===== config.mk =====
export PLATFORM = sky130hd
export DESIGN_NAME = pb_io_bridge
export DESIGN_NICKNAME = d
export VERILOG_FILES = /design/src/rtl/pb_io_pkg.sv /design/src/rtl/pb_chan_fifo.sv /design/src/rtl/pb_io_bridge.sv
export SDC_FILE = /design/constraint.sdc
export NUM_CORES = 1
export LEC_CHECK = 0
export ABC_AREA = 1
export CAP_MARGIN = 0
export CORE_MARGIN = 4
export CORE_UTILIZATION = 40
export DETAILED_ROUTE_END_ITERATION = 6
export PLACE_DENSITY = 0.61
export SLEW_MARGIN = 20
export SYNTH_ARGS = -nofsm -noshare
export SYNTH_HDL_FRONTEND = slang
export SYNTH_SLANG_ARGS = --single-unit
export TNS_END_PERCENT = 20

===== constraint.sdc =====
create_clock -name clk -period 2.3 [get_ports clk]
set_input_delay 0.69 -clock clk [delete_from_list [all_inputs] [get_ports clk]]
set_output_delay 0.69 -clock clk [all_outputs]
set_load 0.02 [all_outputs]

===== src/rtl/pb_io_pkg.sv =====
// Shared definitions for the PicoBlaze I/O bridge: address windows, status
// byte layout and a constant-width helper.
package pb_io_pkg;

  typedef enum logic [1:0] {
    WIN_FIFO = 2'b00,
    WIN_STAT = 2'b01,
    WIN_OUT  = 2'b10,
    WIN_CTRL = 2'b11
  } win_e;

  localparam logic [7:0] MASK_PORT = 8'hC0;

  // Status byte: {count[4:0], underflow, full, empty}
  localparam int ST_EMPTY     = 0;
  localparam int ST_FULL      = 1;
  localparam int ST_UNDERFLOW = 2;
  localparam int ST_COUNT_LSB = 3;
  localparam int CNT_W        = 5;

  function automatic int clog2(input int value);
    int r;
    r = 0;
    while ((1 << r) < value) r++;
    return r;
  endfunction

endpackage


===== src/rtl/pb_chan_fifo.sv =====
// Small first-word-fall-through FIFO for one producer channel, with a sticky
// underflow flag raised by popping while empty.
module pb_chan_fifo
  import pb_io_pkg::*;
#(
  parameter int WIDTH = 8,
  parameter int DEPTH = 4
) (
  input  logic             clk,
  input  logic             reset_n,
  input  logic             push,
  input  logic             pop,
  input  logic             clr_uf,
  input  logic [WIDTH-1:0] din,
  output logic [WIDTH-1:0] dout,
  output logic             empty,
  output logic             full,
  output logic [CNT_W-1:0] count,
  output logic             underflow
);

  localparam int AW = (clog2(DEPTH) < 1) ? 1 : clog2(DEPTH);

  logic [WIDTH-1:0] mem [DEPTH];
  logic [AW-1:0]    wr_ptr_reg;
  logic [AW-1:0]    rd_ptr_reg;
  logic [CNT_W-1:0] count_reg;
  logic             uf_reg;
  logic             push_ok;
  logic             pop_ok;

  assign empty     = (count_reg == '0);
  assign full      = (count_reg == CNT_W'(DEPTH));
  assign count     = count_reg;
  assign underflow = uf_reg;
  assign dout      = mem[rd_ptr_reg];

  // A push into a full FIFO is dropped even when a pop frees a slot that cycle.
  assign push_ok = push & ~full;
  assign pop_ok  = pop & ~empty;

  always_ff @(posedge clk or negedge reset_n) begin
    if (!reset_n) begin
      wr_ptr_reg <= '0;
      rd_ptr_reg <= '0;
      count_reg  <= '0;
      uf_reg     <= 1'b0;
    end else begin
      if (push_ok) wr_ptr_reg <= wr_ptr_reg + 1'b1;
      if (pop_ok)  rd_ptr_reg <= rd_ptr_reg + 1'b1;
      if (push_ok && !pop_ok)      count_reg <= count_reg + 1'b1;
      else if (!push_ok && pop_ok) count_reg <= count_reg - 1'b1;
      if (pop && empty) uf_reg <= 1'b1;
      else if (clr_uf)  uf_reg <= 1'b0;
    end
  end

  always_ff @(posedge clk) begin
    if (push_ok) mem[wr_ptr_reg] <= din;
  end

endmodule


===== src/rtl/pb_io_bridge.sv =====
// PicoBlaze port decoder: channel FIFOs, status, channel outputs, scratch RAM
// and a maskable "FIFO became non-empty" interrupt behind one registered in_port.
module pb_io_bridge
  import pb_io_pkg::*;
#(
  parameter int NUM_CH     = 4,
  parameter int FIFO_DEPTH = 4,
  parameter int RAM_DEPTH  = 32
) (
  input  logic                clk,
  input  logic                reset_n,
  input  logic [7:0]          port_id,
  input  logic [7:0]          out_port,
  input  logic                write_strobe,
  input  logic                read_strobe,
  output logic [7:0]          in_port,
  output logic                interrupt,
  input  logic                interrupt_ack,
  input  logic [NUM_CH-1:0]   ch_in_valid,
  input  logic [8*NUM_CH-1:0] ch_in_data,
  output logic [NUM_CH-1:0]   ch_in_ready,
  output logic [NUM_CH-1:0]   ch_out_valid,
  output logic [8*NUM_CH-1:0] ch_out_data
);

  localparam int RAM_AW = (clog2(RAM_DEPTH) < 1) ? 1 : clog2(RAM_DEPTH);

  win_e              win;
  logic [2:0]        ch_sel;
  logic              sub_zero;
  logic              is_fifo;
  logic              is_stat;
  logic              is_out;
  logic              is_mask;
  logic              is_ram;
  logic [RAM_AW-1:0] ram_addr;

  logic [7:0]        ram_mem [RAM_DEPTH];
  logic [7:0]        rd_data;
  logic [7:0]        in_port_reg;
  logic [NUM_CH-1:0] irq_mask_reg;
  logic              irq_pending_reg;
  logic              irq_set;
  logic [NUM_CH-1:0] ch_out_valid_reg;
  logic [7:0]        ch_out_data_reg [NUM_CH];

  logic [NUM_CH-1:0] pop_req;
  logic [NUM_CH-1:0] clr_uf;
  logic [NUM_CH-1:0] out_we;
  logic [NUM_CH-1:0] fifo_empty;
  logic [NUM_CH-1:0] fifo_full;
  logic [NUM_CH-1:0] fifo_uf;
  logic [7:0]        fifo_dout  [NUM_CH];
  logic [CNT_W-1:0]  fifo_count [NUM_CH];

  // Padded to the full 3-bit channel field so absent channels read as zero.
  logic [7:0]        head_all [8];
  logic [7:0]        stat_all [8];

  assign win      = win_e'(port_id[7:6]);
  assign ch_sel   = port_id[2:0];
  assign sub_zero = (port_id[5:3] == 3'b000);
  assign is_fifo  = (win == WIN_FIFO) && sub_zero;
  assign is_stat  = (win == WIN_STAT) && sub_zero;
  assign is_out   = (win == WIN_OUT) && sub_zero;
  assign is_mask  = (port_id == MASK_PORT);
  // 0x80-0x87 are write-through: RAM and channel output both update; the mask port shadows RAM.
  assign is_ram   = port_id[7] && !is_mask;
  assign ram_addr = port_id[RAM_AW-1:0];

  genvar gi;
  generate
    for (gi = 0; gi < NUM_CH; gi++) begin : g_ch
      assign pop_req[gi] = read_strobe  & is_fifo & (ch_sel == 3'(gi));
      assign clr_uf[gi]  = write_strobe & is_stat & (ch_sel == 3'(gi));
      assign out_we[gi]  = write_strobe & is_out  & (ch_sel == 3'(gi));

      pb_chan_fifo #(
        .WIDTH (8),
        .DEPTH (FIFO_DEPTH)
      ) u_fifo (
        .clk       (clk),
        .reset_n   (reset_n),
        .push      (ch_in_valid[gi]),
        .pop       (pop_req[gi]),
        .clr_uf    (clr_uf[gi]),
        .din       (ch_in_data[8*gi +: 8]),
        .dout      (fifo_dout[gi]),
        .empty     (fifo_empty[gi]),
        .full      (fifo_full[gi]),
        .count     (fifo_count[gi]),
        .underflow (fifo_uf[gi])
      );

      assign ch_out_data[8*gi +: 8] = ch_out_data_reg[gi];
    end

    for (gi = 0; gi < 8; gi++) begin : g_pad
      if (gi < NUM_CH) begin : g_live
        assign head_all[gi] = fifo_empty[gi] ? 8'h00 : fifo_dout[gi];
        assign stat_all[gi] = ({3'b000, fifo_count[gi]} << ST_COUNT_LSB)
                            | ({7'b0, fifo_uf[gi]}    << ST_UNDERFLOW)
                            | ({7'b0, fifo_full[gi]}  << ST_FULL)
                            | ({7'b0, fifo_empty[gi]} << ST_EMPTY);
      end else begin : g_none
        assign head_all[gi] = 8'h00;
        assign stat_all[gi] = 8'h00;
      end
    end
  endgenerate

  assign ch_in_ready  = ~fifo_full;
  assign ch_out_valid = ch_out_valid_reg;
  assign in_port      = in_port_reg;
  assign interrupt    = irq_pending_reg;

  always_comb begin
    rd_data = 8'h00;
    if (is_mask)      rd_data[NUM_CH-1:0] = irq_mask_reg;
    else if (is_ram)  rd_data = ram_mem[ram_addr];
    else if (is_fifo) rd_data = head_all[ch_sel];
    else if (is_stat) rd_data = stat_all[ch_sel];
  end

  // An accepted push into an empty FIFO is exactly the empty->non-empty transition.
  assign irq_set = |(irq_mask_reg & fifo_empty & ch_in_valid & ch_in_ready);

  always_ff @(posedge clk or negedge reset_n) begin
    if (!reset_n) begin
      in_port_reg      <= 8'h00;
      irq_mask_reg     <= '0;
      irq_pending_reg  <= 1'b0;
      ch_out_valid_reg <= '0;
      for (int i = 0; i < NUM_CH; i++) ch_out_data_reg[i] <= 8'h00;
    end else begin
      in_port_reg      <= rd_data;
      ch_out_valid_reg <= out_we;
      for (int i = 0; i < NUM_CH; i++) begin
        if (out_we[i]) ch_out_data_reg[i] <= out_port;
      end
      if (write_strobe && is_mask) irq_mask_reg <= out_port[NUM_CH-1:0];
      if (irq_set)            irq_pending_reg <= 1'b1;
      else if (interrupt_ack) irq_pending_reg <= 1'b0;
    end
  end

  always_ff @(posedge clk) begin
    if (write_strobe && is_ram) ram_mem[ram_addr] <= out_port;
  end

endmodule


==> Word-level counts from Yosys, hierarchy flattened <==
Memories as Yosys holds them, arrays and structs flattened.
Index checks and enable logic that the tools add are counted.
{ "word_totals": {"regBits": 89, "ramBits": 384, "input_bits": 57, "out_inout_bits": 49, "word_cells": 191, "mem_count": 5} }
{ "memory_table": {"columns": ["memory", "depth", "width", "rd", "rd_ports_with_merged_regs", "write_ports", "line", "source"], "rows": [
  ["ram_mem", 32, 8, 1, 0, 1, "pb_io_bridge.sv:38", "logic [7:0] ram_mem [RAM_DEPTH];"],
  ["g_ch[0].u_fifo.mem", 4, 8, 1, 0, 1, "pb_chan_fifo.sv:24", "logic [WIDTH-1:0] mem [DEPTH];"],
  ["g_ch[1].u_fifo.mem", 4, 8, 1, 0, 1, "pb_chan_fifo.sv:24", null],
  ["g_ch[2].u_fifo.mem", 4, 8, 1, 0, 1, "pb_chan_fifo.sv:24", null],
  ["g_ch[3].u_fifo.mem", 4, 8, 1, 0, 1, "pb_chan_fifo.sv:24", null]
]} }
{ "op_classes": {"n_addsub": 16, "order_cmp": 1, "eq_ne": 10, "muxes": 43, "bitwise": 48, "n_reduce_logical": 44} }
{ "ops": {"columns": ["op", "n"], "rows": [
  ["$mux W8", 11],
  ["$bmux W8 S3", 2],
  ["$mux W5", 8],
  ["$or A8 B1 Y8", 4],
  ["$or A8 B2 Y8", 4],
  ["$or A8 B3 Y8", 4],
  ["$and A1 B1 Y1", 23],
  ["$add A5 B1 Y5 const B", 4],
  ["$eq A5 B3 Y1 const B", 4],
  ["$logic_not A5 Y1", 4],
  ["$mux W1", 20],
  ["$sub A5 B1 Y5 const B", 4],
  ["$logic_and A1 B1 Y1", 18],
  ["$reduce_bool A2 Y1", 9],
  ["$add A2 B1 Y2 const B", 8],
  ["$and A4 B4 Y4", 3],
  ["$logic_not A1 Y1", 9],
  ["$eq A8 B8 Y1 const B", 1],
  ["$mux W4", 2],
  ["$not A1 Y1", 8],
  ["$eq A3 B2 Y1 const B", 2],
  ["$logic_not A3 Y1", 2],
  ["$ge A4 B4 Y1 const B", 1],
  ["$not A3 Y4", 1],
  ["6 further kinds", 6]
]} }

==> Longest topological paths before layout <==
Gate-level depths: netlist of run 1.
{ "logic_depth": {"ltp_word": 10, "mapped_depth": 16, "ltp_nobuf": 16} }

==> By module <==
From an unflattened synthesis of run 1, not the netlist that was laid out.
{ "hier_totals": {"hier_cells": 1975, "area_unflattened_um2": 20821.2} }
{ "modules_own_cells": {"columns": ["mod", "n_inst", "cells_per_inst", "area_each_um2", "seq_area_each_um2"], "rows": [
  ["pb_io_bridge", 1, 1317, 13147.6, 8913.5],
  ["pb_chan_fifo at g_ch[0].u_fifo ...", 3, 165, 1919.3, 1211.2],
  ["pb_chan_fifo at g_ch[1].u_fifo", 1, 163, 1915.6, 1211.2]
]} }

==> Worst setup path after synthesis of run 1 <==
No wires, ideal clock.
{ "synth_timing": {"path_type": "input -> register", "start": "input port_id[4]", "end": "register g_ch[1].u_fifo.count_reg[4]", "setup_time_ps": 123, "arrival_time_ps": 2682, "path_slack_ps": -504, "path_stages": 15, "n_path_buf": 0, "cell_sequence": "clkinv_2 -> nand3_4 -> nor3_4 -> inv_4 -> nor2_8 -> nand3_4 -> ha_1 -> fa_1 -> inv_1 -> nand2_1 -> a21oi_1 -> nor2_1 -> nand2_1 -> nand3_1 -> xor2_1"} }
{ "synth_via": {"elab_chain_len": 8, "word_cells_on_any_way": 10, "classes_between": "mux (1); bitwise (3); reduce/logical (6)"} }
{ "synth_rtl": {"columns": ["item", "line", "source"], "rows": [
  ["start: declaration", "pb_io_bridge.sv:12", "input logic [7:0] port_id,"],
  ["$logic_not A3 Y1 *", "pb_io_bridge.sv:62", "assign sub_zero = (port_id[5:3] == 3'b000);"],
  ["$logic_and A1 B1 Y1 *", "pb_io_bridge.sv:63", "assign is_fifo = (win == WIN_FIFO) && sub_zero;"],
  ["$and A1 B1 Y1 * (2 in series)", "pb_io_bridge.sv:74", "assign pop_req[gi] = read_strobe & is_fifo & (ch_sel == 3'(gi));"],
  ["$and A1 B1 Y1 *", "pb_chan_fifo.sv:40", "assign pop_ok = pop & ~empty;"],
  ["$logic_not A1 Y1", "pb_chan_fifo.sv:51", "if (push_ok && !pop_ok) count_reg <= count_reg + 1'b1;"],
  ["$logic_and A1 B1 Y1", "pb_chan_fifo.sv:51", null],
  ["$mux W5 / $reduce_bool A2 Y1 (equally long branches)", null, null],
  ["end signal: assignment", "pb_chan_fifo.sv:51", null],
  ["end signal: assignment", "pb_chan_fifo.sv:52", "else if (!push_ok && pop_ok) count_reg <= count_reg - 1'b1;"],
  ["end: declaration", "pb_chan_fifo.sv:27", "logic [CNT_W-1:0] count_reg;"]
]} }
Mark *: on every way between the ends. The rest lies on a longest branch, timed or not.
A chain may end at the register's enable or synchronous reset.

==> Final worst setup path of run 1 <==
{ "layout_timing": {"start": "input port_id[5]", "end": "register g_ch[0].u_fifo.count_reg[4]"} }
{ "layout_via": {"elab_chain_len": 8, "word_cells_on_any_way": 10, "classes_between": "mux (1); bitwise (3); reduce/logical (6)"} }
{ "layout_rtl": {"columns": ["item", "line"], "rows": [
  ["$logic_not A3 Y1 *", "pb_io_bridge.sv:62"],
  ["$logic_and A1 B1 Y1 *", "pb_io_bridge.sv:63"],
  ["$and A1 B1 Y1 * (2 in series)", "pb_io_bridge.sv:74"],
  ["$and A1 B1 Y1 *", "pb_chan_fifo.sv:40"],
  ["$logic_not A1 Y1", "pb_chan_fifo.sv:51"],
  ["$logic_and A1 B1 Y1", "pb_chan_fifo.sv:51"],
  ["$mux W5 / $reduce_bool A2 Y1 (equally long branches)", null],
  ["end signal: assignment", "pb_chan_fifo.sv:51"],
  ["end signal: assignment", "pb_chan_fifo.sv:52"],
  ["end: declaration", "pb_chan_fifo.sv:27"]
]} }
Marks and branches as above.

==> impl_metrics.tcl, run 1 <==
set metrics [dict create \
    cts.clk_slew.worst_paths_ns 0.07 \
    synthCells 2101 \
    routed_wl_mm 54.03 \
    cts-hold-fix-buffers 0 \
    track_usage_pct 19.01 \
    max_freq_ghz 0.4216 \
    largest_reg_flops 256 \
    synth.largest_area_cell "edfxtp_1" \
    intPower_mw 16.47 \
    fp.dieH_um 237.2 \
    p_switching_mw 6.118 \
    syn_avg_cell_area_um2 10.00 \
    setup_viol 5 \
    yosysSeqAreaShare_pct 65.47 \
    cts_buffers 50 \
    core_area_um2 51610 \
    fin_area_um2 26220 \
    place_ws_ns -1.087 \
    grt_pass1_wl_mm 84.22 \
    cp.required_ns 2.81 \
    die-width_um 237.2 \
    switching_share_pct 27.09 \
    yosys-top-cells-area "edfxtp_1, nand2_1, dfrtp_1" \
    drcViolationCount 0 \
    area_growth_pct 24.77 \
    finClkSkew_ns 0.02618 \
    wl_per_cell_um 17.23 \
    std_cell_rows 83 \
    synth.top_cell.area_share_pct 54.87 \
    pwr_density_cell_nw_per_um2 861.4 \
    finalPower_mw 22.59 \
    failed_checks "negative setup slack" \
    initial_core_util_pct 40.71 \
    status "finished with violations" \
    critPathCaptureType "flop" \
    routed-via-count 15190 \
    grt_max_degree 90 \
    synth_cell_types 38 \
    antenna_found_initial 2 \
    die_area_um2 56270 \
    clock_latency_ns 0.59 \
    grt_pass1_vias 15220 \
    drive_gt1_share_pct 14.83 \
    htree_levels 2 \
    hold_path_class "in2async" \
    clockBufferDepth 3 \
    worst_slew_pin_slew_ns 0.5778 \
    worst_slack_ns -0.07212 \
    power_frac_comb_pct 18.4 \
    vias_per_cell 4.845 \
    dp_cells 3023 \
    path_max_fanout 4 \
    static-leakage-power_nw 11.57 \
    finalHoldViolations 0 \
    hpwlAfterDp_mm 37.31 \
    drt-pass1-iter-count 5 \
    ys_ff_latch 473 \
    final.period_utilization_pct 103.1 \
    maxCapViolCount 0 \
    cts_root_buf "clkbuf_16" \
    slew_headroom_pct 61.48 \
    ir_worst_vdd_v 0.0007140 \
    overflow 0 \
    placed_area_um2 24420 \
    detail-route-antenna-nets 0 \
    maxSlewViolCount 0 \
    synth_nets 2196 \
    cp-start-kind "input pin" \
    num_io_pins 106 \
    clockPowerShare_pct 35.2 \
    rsz0062_at_grt "true" \
    critPathKind "in2reg" \
    drtIter0Drc 1299 \
    seq_power_share_pct 46.4 \
    ys_warn_count 0 \
    clock_sinks 473 \
    reg2reg_depth 14 \
    gp_congestion 0.9257 \
    io_buffer_count 105 \
    nets 2507 \
    hold_ws_ns 0.1197 \
    syn_area_um2 21010 \
    min_period_ns 2.372 \
    cp.arrival_ns 2.88 \
    final_cells 3136 \
    cts_tree "yes" \
]
worst max-delay path: stages:
cell,delay (ns)
buf_6,0.11
inv_8,0.04
nand3_4,0.13
nor3_4,0.26
inv_4,0.07
nor2_8,0.16
buf_6,0.12
nand3_4,0.07
ha_4,0.18
fa_2,0.35
inv_2,0.07
a21oi_2,0.05
nor2_1,0.08
nor2_1,0.06
nand2_1,0.06
nand2_1,0.08
nor2_2,0.14
xor2_1,0.15
cells by family (layout without fill, tap and decap cells):
logic type	count (synthesis)	after routing	synth area share, %
simple gates	1089	1089	21.17
flops	473	473	65.47
buf+inv	322	675	6.204
fa+ha+maj	38	38	2.406
xor+xnor	22	22	0.9169
other cells	0	2	0
compound gates	157	157	3.835
cell type report:
type	instances	area, um2
flip-flops and latches	473	13760
repair buffers	322	2863
clock buffers	65	1339
inverters	259	1031
clock inverters	29	285.3
multi-input cells	1306	6086
well taps	680	850.8
fillers	4587	25390
diodes	2	5.005
final timing paths:
path                                         start  slack (ns)                      endpoint
setup / recovery                        port_id[5]       -0.07       g_ch[0].u_fifo.count[4]
hold / removal                             reset_n        0.12  g_ch[0].u_fifo.rd_ptr_reg[1]
setup reg to reg           g_ch[2].u_fifo.count[0]        0.01       g_ch[2].u_fifo.count[4]
hold reg to reg                    ch_out_data[30]        0.49               ch_out_data[30]
max in group asynchronous                  reset_n        1.70               ch_out_data[18]
min in group clk                   ch_out_data[30]        0.49               ch_out_data[30]
placed cells by master, fill, tap and decap left out, types with 7 or more instances in the layout:
cell             count
a21oi_1             34
buf_12              16
buf_4              200
clkbuf_1            13
clkbuf_16           51
clkdlybuf4s50_1     84
clkinv_1            16
dfrtp_1             88
dlygate4sd2_1        8
edfxtp_1           384
ha_1                28
inv_1              241
inv_2                7
nand2_1            784
nand3_1             84
nand4_1             12
nor2_1             165
nor2_2              13
o21ai_0             95
o21ai_1             16
xor2_1              18
metal layers:
| metal | vias to the layer above | track usage (%) | wire length (um) |
|---|---|---|---|
| met2 | 470 | 31.32 | 25370 |
| met4 | 0 | 6.812 | 1952 |
| li1 | 7396 | - | - |
| met3 | 114 | 2.785 | 3401 |
| met5 | - | 0 | 0 |
| met1 | 7213 | 25.89 | 23300 |
through the flow:
step	utilization, %	TNS [ns]
detailed placement	47.31	-195.67
CTS	50.68	-0.04654
global placement	47.31	-188.79
floorplan	-	-3.631
finish	50.80	-0.2521
global route	50.79	-1.240
power by group through the flow:
stage                     Combinational [mW]  Clock [mW]  Sequential [mW]
after floorplan                         2.20           0             10.7
after global placement                  3.82           0             10.6
after detailed placement                3.96           0             10.7
after CTS                               4.11        8.12             10.5
after global routing                    4.67        8.48             10.6
final                                   4.15        7.95             10.5
cells in the mapped netlist (all sizes together):
| cell | number |
|---|---|
| nand2 | 786 |
| edfxtp | 384 |
| inv | 254 |
| nor2 | 182 |
| o21ai | 111 |
| nand3 | 91 |
| dfrtp | 89 |
| buf | 53 |
| a21oi | 39 |
| ha | 34 |
| xor2 | 18 |
| nand4 | 13 |
| clkbuf | 10 |
| nor3 | 10 |
| clkinv | 5 |
| or2 | 5 |
| fa | 4 |
| xnor2 | 4 |
| o211ai | 3 |
| and3 | 2 |
| o2111ai | 2 |
| a32oi | 1 |
| o22ai | 1 |
repair_timing:
action | CTS | global route
gates resized for setup | 59 | 19
pin swaps | 21 | 15
setup buffers | 15 | 3
setup endpoints to repair | 285 | 14
No activity file was read; power rests on OpenSTA's default activity.
==> inputs of run 2 (changes only) <==
SLEW_MARGIN = 40   (was 20)
clock period = 1.99 ns   (was 2.3 ns; I/O delays follow)
==> run 2 against run 1 <==
Final cell count up 1.2%. Sequential power up 15%. Clock skew down 0.0097 ns. Die area unchanged. Total power up 23%. Critical path type unchanged. Global-route usage about the same. Via count up 1.0%. Clock power up 23%. The flow still finishes with violations (negative setup slack). Worst hold slack better by 0.37 ns.
==> impl_metrics.tcl, run 2 (synthesis gave the netlist of run 1 again) <==
set metrics [dict create \
    detail-route-antenna-nets 0 \
    cp.arrival_ns 2.78 \
    maxSlewViolCount 0 \
    finalSetupTns_ns -2.411 \
    critPathKind "in2reg" \
    finClkSkew_ns 0.01645 \
    die_area_um2 56270 \
    initial_core_util_pct 40.71 \
    gp_congestion 0.9285 \
    die-width_um 237.2 \
    track_usage_pct 19.05 \
    area_growth_pct 28.33 \
    wl_per_cell_um 17.25 \
    clock_sinks 473 \
    layout_common_cells "nand2_1, edfxtp_1, inv_1" \
    pwr_density_cell_nw_per_um2 1027 \
    drive_gt1_share_pct 18.46 \
    rsz0062_at_grt "true" \
    placed_area_um2 24730 \
    hold_ws_ns 0.4883 \
    static-leakage-power_nw 12.00 \
    critPathCaptureType "flop" \
    grt_pass1_wl_mm 83.97 \
    largest_reg_flops 256 \
    clockBufferDepth 3 \
    vias_per_cell 4.836 \
    path_max_fanout 5 \
    grt_pass1_vias 15180 \
    drtIter0Drc 1158 \
    core_area_um2 51610 \
    cp.required_ns 2.46 \
    htree_levels 2 \
    fin_area_um2 26970 \
    maxCapViolCount 0 \
    std_cell_rows 83 \
    clock_latency_ns 0.59 \
    cts_tree "yes" \
    grt_max_degree 36 \
    ir_worst_vdd_v 0.0007703 \
    io_buffer_count 105 \
    antenna_found_initial 0 \
    hpwlAfterDp_mm 37.89 \
    crit_path_top_delay_cell "fa_2" \
    routed_wl_mm 54.77 \
    drcViolationCount 0 \
    status "finished with violations" \
    max_freq_ghz 0.4339 \
    worst_slack_ns -0.3146 \
    cts_root_buf "clkbuf_16" \
    failed_checks "negative setup slack" \
    cts_buffers 50 \
    cts.clk_slew.worst_paths_ns 0.06 \
    worst_slew_pin_slew_ns 0.6356 \
    routed-via-count 15350 \
    setup_viol 14 \
    overflow 0 \
    num_io_pins 106 \
    min_period_ns 2.305 \
    fp.dieH_um 237.2 \
    hold_path_class "reg2reg" \
    cp_cell_sequence "clkdlybuf4s15_2, nor3_4, inv_4, nor2_8, buf_6, nand3_4, ha_4, fa_2, inv_2, nand2_2, a21oi_4, nor2_1, nand2_1, nand3_1, xor2_1" \
    finalHoldViolations 0 \
    final_common_cell "nand2_1" \
    final.period_utilization_pct 115.8 \
    cp_slowest_stage_delay_ns 0.36 \
    nets 2545 \
    finish.utilization_pct 52.25 \
    drt-pass1-iter-count 5 \
    cp-start-kind "input pin" \
    slew_headroom_pct 57.49 \
]
==> run 2: changes by cell type in the layout (fill, tap and decap cells not counted), moves of 8 or more <==
cell,delta
inv_1,-10
nor2_4,+8
ha_1,-8
buf_6,+12
ha_4,+8
dlygate4sd2_1,+35
clkinv_1,-10
clkdlybuf4s50_1,-38
buf_4,+25
nand2_1,-8
clkbuf_8,+8
==> run 2: path summary, 6_finish.rpt <==
kind | startpoint | end | slack [ns] | depth (start not counted)
max reg2reg | g_ch[1].u_fifo.count[1] | g_ch[1].u_fifo.count[4] | -0.28 | 14
min reg2reg | ch_out_data[30] | ch_out_data[30] | 0.49 | 2
min in group asynchronous | reset_n | ch_out_data[13] | 0.52 | 2
max in group asynchronous | reset_n | g_ch[0].u_fifo.count[4] | 0.90 | 3
max | port_id[7] | g_ch[1].u_fifo.count[4] | -0.31 | 15
min | ch_out_data[30] | ch_out_data[30] | 0.49 | 2
==> run 2: timing repair <==
item | 4_1_cts | 5_1_grt
hold endpoints to repair | 32 | 0
hold buffers | 1 | 0
gates resized for setup | 139 | 46
buffers inserted | 23 | 11
pin swaps | 55 | 54
setup endpoints to repair | 335 | 159
==> run 2: stage by stage <==
step | power, mW | setup slack, ns | cells
6_report | 27.69 | -0.3146 | 3174
2_1_floorplan | 14.92 | -0.6097 | 2101
4_1_cts | 27.54 | -0.2519 | 3165
5_1_grt | 29.01 | -0.3936 | 3172
3_5_place_dp | 17.41 | -1.360 | 3051
3_3_place_gp | 17.21 | -1.235 | 3051
==> run 2: worst max-delay path, delay by kind of cell <==
family                     cells  cell delay (ns)
and+or+nand+nor                7             0.78
adders and majority gates      2             0.55
buffers and inverters          4             0.52
xor gates and xnor gates       1             0.16
AOI/OAI and AO/OA              1             0.15
==> run 2: where the power goes <==
| group | leakage (nW) | internal [mW] | switching [mW] | total, mW |
|---|---|---|---|---|
| clock | 0.861 | 5.87 | 3.87 | 9.74 |
| sequential | 4.61 | 11.7 | 0.426 | 12.1 |
| combinational | 6.53 | 2.57 | 3.27 | 5.84 |
| total | 12.0 | 20.1 | 7.56 | 27.7 |
==> run 2: cell type report <==
cell class / count / area [um2]
fillers: 4544 / 24650
flip-flops and latches: 473 / 13760
multi-input cells: 1306 / 6346
repair buffers: 360 / 3206
clock buffers: 73 / 1491
inverters: 259 / 1054
well taps: 680 / 850.8
clock inverters: 21 / 255.2
diodes: 2 / 5.005
==> run 2: metal layers <==
metal / track usage, % / part of all wire (%) / vias to the layer above
met5: 2.189 / 0.32 / -
met4: 7.626 / 4.0 / 4
met3: 3.051 / 6.3 / 115
met2: 31.39 / 47 / 457
met1: 25.23 / 42 / 7303
li1: - / - / 7471
